File: src/rtl/exception_ctrl.sv
// exception_ctrl: exception sequencer feeding the PCSource 4x1 mux.
//   Detects invalid-opcode / overflow / divide-by-zero in IDLE, saves EPC,
//   fetches the 8-bit handler vector byte, sign-extends it and loads PC
//   through mux input 11; rte loads PC from EPC through mux input 01.
// Ports:
//   clk, reset (sync, active-low)
//   pc_in         current PC (PC+4 of the faulting instruction)
//   exc_opcode, exc_overflow, exc_divzero, rte  event inputs, sampled in IDLE only
//   mem_data_i    vector byte from memory; mem_rd_o / mem_addr_o read request
//   epc_o, vector_o  mux data inputs 01 / 11
//   cause_o       00 opcode, 01 overflow, 10 divzero
//   pc_source_o, pc_write_o, override_o  PC control while this block owns it
//   busy_o        main controller stall
module exception_ctrl #(
  parameter int          MEM_LAT  = 2,
  parameter logic [31:0] VEC_BASE = 32'd253
) (
  input  logic        clk,
  input  logic        reset,
  input  logic [31:0] pc_in,
  input  logic        exc_opcode,
  input  logic        exc_overflow,
  input  logic        exc_divzero,
  input  logic        rte,
  input  logic [7:0]  mem_data_i,
  output logic        mem_rd_o,
  output logic [31:0] mem_addr_o,
  output logic [31:0] epc_o,
  output logic [31:0] vector_o,
  output logic [1:0]  cause_o,
  output logic [1:0]  pc_source_o,
  output logic        pc_write_o,
  output logic        override_o,
  output logic        busy_o
);
  localparam int CW = (MEM_LAT > 1) ? $clog2(MEM_LAT) : 1;
  typedef enum logic [2:0] {IDLE, MEM_REQ, MEM_WAIT, LOAD_PC, RET} stateT;
  stateT state, nextState;
  logic [CW-1:0] waitCnt;
  logic anyExc, lastWait;
  logic [1:0] newCause;
  assign anyExc   = exc_opcode | exc_overflow | exc_divzero;
  assign newCause = exc_opcode ? 2'b00 : exc_overflow ? 2'b01 : 2'b10;
  assign lastWait = waitCnt == '0;
  always_ff @(posedge clk)
    state <= !reset ? IDLE : nextState;
  // An exception outranks a simultaneous rte; the rte is simply dropped.
  always_comb begin
    nextState = state;
    case (state)
      IDLE:     nextState = anyExc ? MEM_REQ : rte ? RET : IDLE;
      MEM_REQ:  nextState = MEM_WAIT;
      MEM_WAIT: nextState = lastWait ? LOAD_PC : MEM_WAIT;
      default:  nextState = IDLE;
    endcase
  end
  always_comb begin
    mem_rd_o    = state == MEM_REQ;
    busy_o      = state != IDLE;
    pc_write_o  = (state == LOAD_PC) | (state == RET);
    override_o  = pc_write_o;
    pc_source_o = state == LOAD_PC ? 2'b11 : state == RET ? 2'b01 : 2'b00;
  end
  // The vector address is registered at detection so it is already stable
  // during the MEM_REQ cycle and held through MEM_WAIT.
  always_ff @(posedge clk) begin
    if (!reset) begin
      epc_o      <= '0;
      vector_o   <= '0;
      mem_addr_o <= '0;
      cause_o    <= '0;
      waitCnt    <= '0;
    end else begin
      if (state == IDLE && anyExc) begin
        epc_o      <= pc_in - 32'd4;
        cause_o    <= newCause;
        mem_addr_o <= VEC_BASE + {30'd0, newCause};
      end
      if (state == MEM_REQ)
        waitCnt <= CW'(MEM_LAT - 1);
      else if (state == MEM_WAIT && !lastWait)
        waitCnt <= waitCnt - CW'(1);
      if (state == MEM_WAIT && lastWait)
        vector_o <= {{24{mem_data_i[7]}}, mem_data_i};
    end
  end
endmodule

File: config.mk
export PLATFORM = sky130hd
export DESIGN_NAME = exception_ctrl
export DESIGN_NICKNAME = d
export VERILOG_FILES = /design/src/rtl/exception_ctrl.sv
export SDC_FILE = /design/constraint.sdc
export NUM_CORES = 1
export LEC_CHECK = 0
export ABC_AREA = 1
export CORE_MARGIN = 10
export CORE_UTILIZATION = 38
export DETAILED_ROUTE_END_ITERATION = 10
export GPL_TIMING_DRIVEN = 0
export PLACE_DENSITY = 0.75
export RECOVER_POWER = 50
export SYNTH_ARGS = -nofsm -noshare
export SYNTH_HDL_FRONTEND = slang
export SYNTH_SLANG_ARGS = --single-unit
File: constraint.sdc
create_clock -name clk -period 1.4 [get_ports clk]
set_clock_uncertainty 0.05 [all_clocks]
set_input_delay 0.21 -clock clk [delete_from_list [all_inputs] [get_ports clk]]
set_output_delay 0.21 -clock clk [all_outputs]
set_load 0.05 [all_outputs]
# Word-level counts from Yosys, hierarchy flattened
# Index checks and enable logic that the tools add are counted.
[word_totals]
regBits = 78
latch_bits = 0
mem_bits_rw = 0
romBits = 0
in_bits = 46
output_inout_bits = 104
wordCells = 33
memories = 0
[classes]
add_sub_neg = 3
multipliers = 0
n_div = 0
n_lt_le_gt_ge = 0
eq_ne = 4
n_shift = 0
mux = 10
bitwise = 4
reduce_logical = 6
[op_table]
columns = ["op", "n"]
rows = [
  ["$sub A32 B3 Y32 const B", 1],
  ["$add A8 B2 Y9 const A", 1],
  ["$pmux W3 S3", 1],
  ["$eq A3 B2 Y1 const B", 2],
  ["$mux W2", 3],
  ["$mux W3", 2],
  ["$mux W1", 4],
  ["$eq A3 B1 Y1 const B", 1],
  ["$eq A3 B3 Y1 const B", 1],
  ["$logic_and A1 B1 Y1", 3],
  ["$logic_not A3 Y1", 1],
  ["$or A1 B1 Y1", 3],
  ["$reduce_bool A3 Y1", 1],
  ["$reduce_bool A2 Y1", 1],
  ["$not A1 Y1", 1],
  ["$sub A1 B1 Y1 const B", 1],
]

# Depth between registers and ports, before layout
# Gate-level depths: netlist (run 1).
[depth]
word_depth = 4
mapped_depth = 10
depth_no_buf = 10

# Worst setup path before layout (run 1)
# No wires, ideal clock.
[synth_timing]
kind = "flip-flop to output port"
startpoint = "register state[1]"
endpoint = "output port pc_source_o[0]"
t_arrival_ns = 2.134
t_required_ns = 1.140
path_slack_ns = -0.994
path_stages_with_launch = 6
path_buffers = 1
cell_sequence = "dfxtp_1 > inv_1 > nor2_1 > inv_1 > o21ai_0 > buf_4"
[synth_between]
elab_chain_cells = 3
elab_cells_between_ends = 4
classes_between = "eq/ne: 2; mux: 2"
[synth_rtl]
columns = ["item", "line", "source"]
rows = [
  ["start, declared", "38", "stateT state, nextState;"],
  ["start signal, assigned", "46", "state <= !reset ? IDLE : nextState;"],
  ["$eq A3 B3 Y1", "62", "pc_source_o = state == LOAD_PC ? 2'b11 : state == RET ? 2'b01 : 2'b00;"],
  ["$mux W1", "62", ""],
  ["$mux W2 (*)", "62", ""],
  ["end, declared", "31", "output logic [1:0] pc_source_o,"],
]
# Mark *: on every way between the ends. The rest lies on a longest branch, timed or not.

# Worst setup path after layout (run 1)
[layout_timing]
startpoint = "register state[1]"
endpoint = "output port pc_write_o"
[layout_between]
elab_chain_cells = 2
elab_cells_between_ends = 3
classes_between = "eq/ne: 2; bitwise: 1"
[layout_rtl]
columns = ["item", "line", "source"]
rows = [
  ["$eq A3 B2 Y1 / $eq A3 B3 Y1 (equally long branches)", "60", "pc_write_o = (state == LOAD_PC) | (state == RET);"],
  ["$or A1 B1 Y1 (*)", "60", ""],
  ["end, declared", "32", "output logic pc_write_o,"],
]
# Marked as above.

==> results of run 1 <==
-- cells in the mapped netlist --
| cell type | count | area share |
|---|---|---|
| sky130_fd_sc_hd__nand2_1 | 76 | 0.090 |
| sky130_fd_sc_hd__nand4_1 | 4 | 0.0079 |
| sky130_fd_sc_hd__o21ai_1 | 6 | 0.0095 |
| sky130_fd_sc_hd__o21bai_2 | 1 | 0.0036 |
| sky130_fd_sc_hd__inv_1 | 58 | 0.069 |
| sky130_fd_sc_hd__clkbuf_1 | 4 | 0.0047 |
| sky130_fd_sc_hd__clkbuf_4 | 1 | 0.0024 |
| sky130_fd_sc_hd__nand3_1 | 24 | 0.038 |
| sky130_fd_sc_hd__o21ai_0 | 35 | 0.055 |
| sky130_fd_sc_hd__conb_1 | 1 | 0.0012 |
| sky130_fd_sc_hd__buf_6 | 4 | 0.014 |
| sky130_fd_sc_hd__nor2_8 | 1 | 0.0063 |
| sky130_fd_sc_hd__a21oi_1 | 20 | 0.032 |
| sky130_fd_sc_hd__nand2_2 | 4 | 0.0079 |
| sky130_fd_sc_hd__nor2_1 | 102 | 0.12 |
| sky130_fd_sc_hd__nor2_4 | 2 | 0.0071 |
| sky130_fd_sc_hd__nand3_2 | 1 | 0.0032 |
| sky130_fd_sc_hd__inv_2 | 3 | 0.0036 |
| sky130_fd_sc_hd__o21bai_1 | 3 | 0.0071 |
| sky130_fd_sc_hd__nor3_1 | 3 | 0.0047 |
| sky130_fd_sc_hd__nor2_2 | 12 | 0.024 |
| sky130_fd_sc_hd__xor2_1 | 8 | 0.022 |
| sky130_fd_sc_hd__buf_4 | 57 | 0.13 |
| sky130_fd_sc_hd__o211ai_1 | 1 | 0.0024 |
| sky130_fd_sc_hd__ha_1 | 2 | 0.0079 |
| sky130_fd_sc_hd__a31oi_1 | 3 | 0.0059 |
| sky130_fd_sc_hd__dfxtp_1 | 50 | 0.32 |
-- logic make-up after synthesis --
| kind of cell | Yosys count | synth area share |
|---|---|---|
| adder cells (fa/ha/maj) | 2 | 0.00789 |
| XOR/XNOR | 8 | 0.0221 |
| AO/OA/AOI/OAI | 69 | 0.115 |
| other | 1 | 0.00118 |
| AND/OR/NAND/NOR | 229 | 0.309 |
| flip-flops | 50 | 0.316 |
| buffers and inverters | 127 | 0.228 |
-- per-layer routing --
layer / GRT usage / vias up / routed length, um
li1: - / 1794 / -
met1: 0.204 / 1590 / 4900
met2: 0.330 / 133 / 6080
met3: 0.0558 / 24 / 1000
met4: 0.0454 / 0 / 262
met5: 0 / - / 0
-- critical path: cells and delay by family, from the launching register on --
kind	cells	cell delay (ns)
AND/OR/NAND/NOR	1	0.09
buffers and inverters	4	0.38
AO/OA/AOI/OAI	1	0.17
flip-flops	1	0.37
-- sequential cells by signal, indices dropped and copies added, names as in the netlist --
register,count
epc_o,32
state,3
mem_addr_o,4
cause_o,2
vector_o,8
waitCnt,1
-- cell type report --
cell class	instances	share of cell area
sequential	50	0.186
tap	105	0.0242
multi-input combinational	332	0.325
timing repair buffer	148	0.300
inverter	61	0.0441
clock inverter	2	0.00716
buffer	66	0.101
clock buffer	5	0.0127
-- through the flow --
| stage | power [mW] | cells | utilization |
|---|---|---|---|
| after floorplan | 4.06 | 508 | - |
| after global placement | 5.13 | 739 | 0.572 |
| after detailed placement | 5.16 | 739 | 0.572 |
| after CTS | 6.56 | 765 | 0.634 |
| after global routing | 7.09 | 769 | 0.663 |
| final | 6.79 | 769 | 0.663 |
-- power groups by stage --
stage | Clock (mW) | Combinational (mW) | Sequential, mW
2_1_floorplan | 0 | 1.50 | 2.56
3_3_place_gp | 0 | 3.31 | 1.82
3_5_place_dp | 0 | 3.33 | 1.83
4_1_cts | 1.05 | 3.72 | 1.79
5_1_grt | 1.11 | 4.15 | 1.83
6_report | 1.04 | 3.94 | 1.80
-- repair_timing --
action | CTS | global route
buffers inserted | 14 | 3
hold buffers | 0 | 0
resized for setup | 422 | 77
hold endpoints to repair | 0 | 0
pin swaps | 17 | 18
cloned | 5 | 2
setup endpoints to repair | 125 | 67
-- worst paths after layout --
| kind | startpoint | endpoint |
|---|---|---|
| hold / removal | pc_in[2] | epc_o[2] |
| setup / recovery | state[1] | pc_write_o |
| setup reg to reg | state[1] | epc_o[18] |
| hold reg to reg | mem_addr_o[8] | mem_addr_o[8] |
==> results list, run 1 <==
* Critical path's slowest cell: sky130_fd_sc_hd__dfxtp_2
- Slew at the pin with the worst max-slew slack: just over 0.5 ns
* Worst endpoint required time: between 1 and 1.5 ns
* DIE HEIGHT: ~110 um
* Buffer depth of the longest clock path: 2
- Unrepaired setup endpoints after global routing: yes
- TritonCTS built the clock tree.
- Crit Path Max Fanout: 3
- Across the whole layout, storage elements account for 1010 sq um.
* Detailed Routing Iterations Pass 1: 4
- Initial core utilization: 0.388
* Power density over the cells: 1250 nW/um^2
* Clock-pin slew on the worst setup and hold paths: about 0.1 ns
- Vias per cell: approximately 4.6
- DR WL/cell: between 15 and 20 um
- Comb power frac: 0.581
* Maximum number of pins on one net before global-route repair: 16
- Maxcap violations: 0
- The initial antenna violation count was 0.
* Final count of hold timing violations: 0
- Clock period minus final worst setup slack: 1.57 ns
* Initial DRC Count: about 190
- Clock latency at the later pin of the worst-skew pair: approximately 0.31 ns
- In this run the number of H-tree levels came out at 2.
* Avg Synthesized Cell Area: ~6.5 sq um
- Path type of the worst setup path: reg2out
* Global Route Usage Sum: 0.183
* Peak supply drop: 0.746 mV
* Most used cells in the layout excluding fill and tap cells: 80 x sky130_fd_sc_hd__nor2_1, 74 x sky130_fd_sc_hd__nand2_1, 63 x sky130_fd_sc_hd__buf_4, 53 x sky130_fd_sc_hd__inv_1, 46 x sky130_fd_sc_hd__dfxtp_1
* Post-layout instance area: approximately 5400 sq um
* Floorplan core area: roughly 8200 sq um
- Mapped Area: around 3200 sq um
- Total number of vias: ~3.5k
- Reg2reg path depth: 9
- Net switching power of the design: slightly above 3 mW
- Setup Total Neg Slack: -3.74 ns
* CTS buffer count: 5
- In this design, the critical path's most frequently occurring cell is sky130_fd_sc_hd__inv_2.
- At the placement stage, the worst setup path has a slack of -0.581 ns.
- Number of library cell types mapped by synthesis: 27
- Layout-stage area growth over the synthesis result: 71.0%
* Routed WL: between 10 and 15 mm
- Via count of the first global-routing pass: 3672
- After the last flow step, the layout net total stands at a little over 700.
- The Yosys step of the flow raised 0 warnings.
* Total setup violations reported at the end of the flow: between 40 and 50
- Summing all multi-input logic gate instances after layout gives roughly 1800 sq um.
* Die Width: about 110 um
* Worst Hold Depth: 2
- Data arrival time of the critical path: ~1.3 ns
- Row count: 33
* Final GP Congestion: roughly 0.9
- After filler insertion, the fill cell instance count of the layout stands at 727.
- STA classifies the critical path startpoint as a register.
- Walking the worst path, the cells encountered are inv_2 -> nor2_4 -> inv_2 -> o21ai_4 -> buf_6 -> buf_8.
* Boundary pin count: 150
- Die area: 12400 sq um
- DRT antenna net count: 0
- Setup slack of the critical path after layout: -0.174 ns
- Violations in the final reports: setup timing
- The run finished, with violations left.
- In this run the register-to-register setup slack is -0.14 ns.
- Number of DRC violations after detailed routing: 0
- The max-slew violation count was 0.
- For this run the aggregate overflow at the end of global routing stands at 0.
- Of the cells placed in the final design, the portion with a size suffix greater than 1 is 0.375.
- For this run, the register share of the synthesized area comes to 0.316.
* CTS root buf: sky130_fd_sc_hd__clkbuf_8
- Detailed placement ended at an HPWL of 8.98 mm.
- Leakage power total: around 2.7 nW
- Capturing element type of the critical path: output pin
- Post-synthesis sequential element count: 50
- Fraction of power consumed by the clock network: 0.154
* Number of clock sinks: 50
- Share of total power in sequential cells: 0.265
- The min-delay analysis places its worst path in the category in2reg.
- Peak per-stage delay on the critical path: ~0.37 ns
* Final period util: 1.12
- Maximum clock frequency: between 600 and 700 MHz
- Headroom to the max-slew limit came out at 0.660.
- Standard cell area after detailed placement: 4680 sq um
- Internal power comes to approximately 3.7 mW.
* Wire length of the first global-routing pass: between 15 and 20 mm
* Port Buffers: ~130
- The repair_antennas step left the layout with diodes totalling 0.
* Fraction of power spent switching nets: 0.458
- Hold slack final: between 0.15 and 0.2 ns
- Most common cell after layout, fill and taps aside: sky130_fd_sc_hd__nor2_1
- Post-synthesis instance total: 486
No activity file was read; power rests on OpenSTA's default activity.
==> inputs of run 2 (changes only) <==
CTS_CLUSTER_SIZE = 40   (was default)
==> results of run 2 <==
Final layout, timing and power as in run 1 (identical DEF).
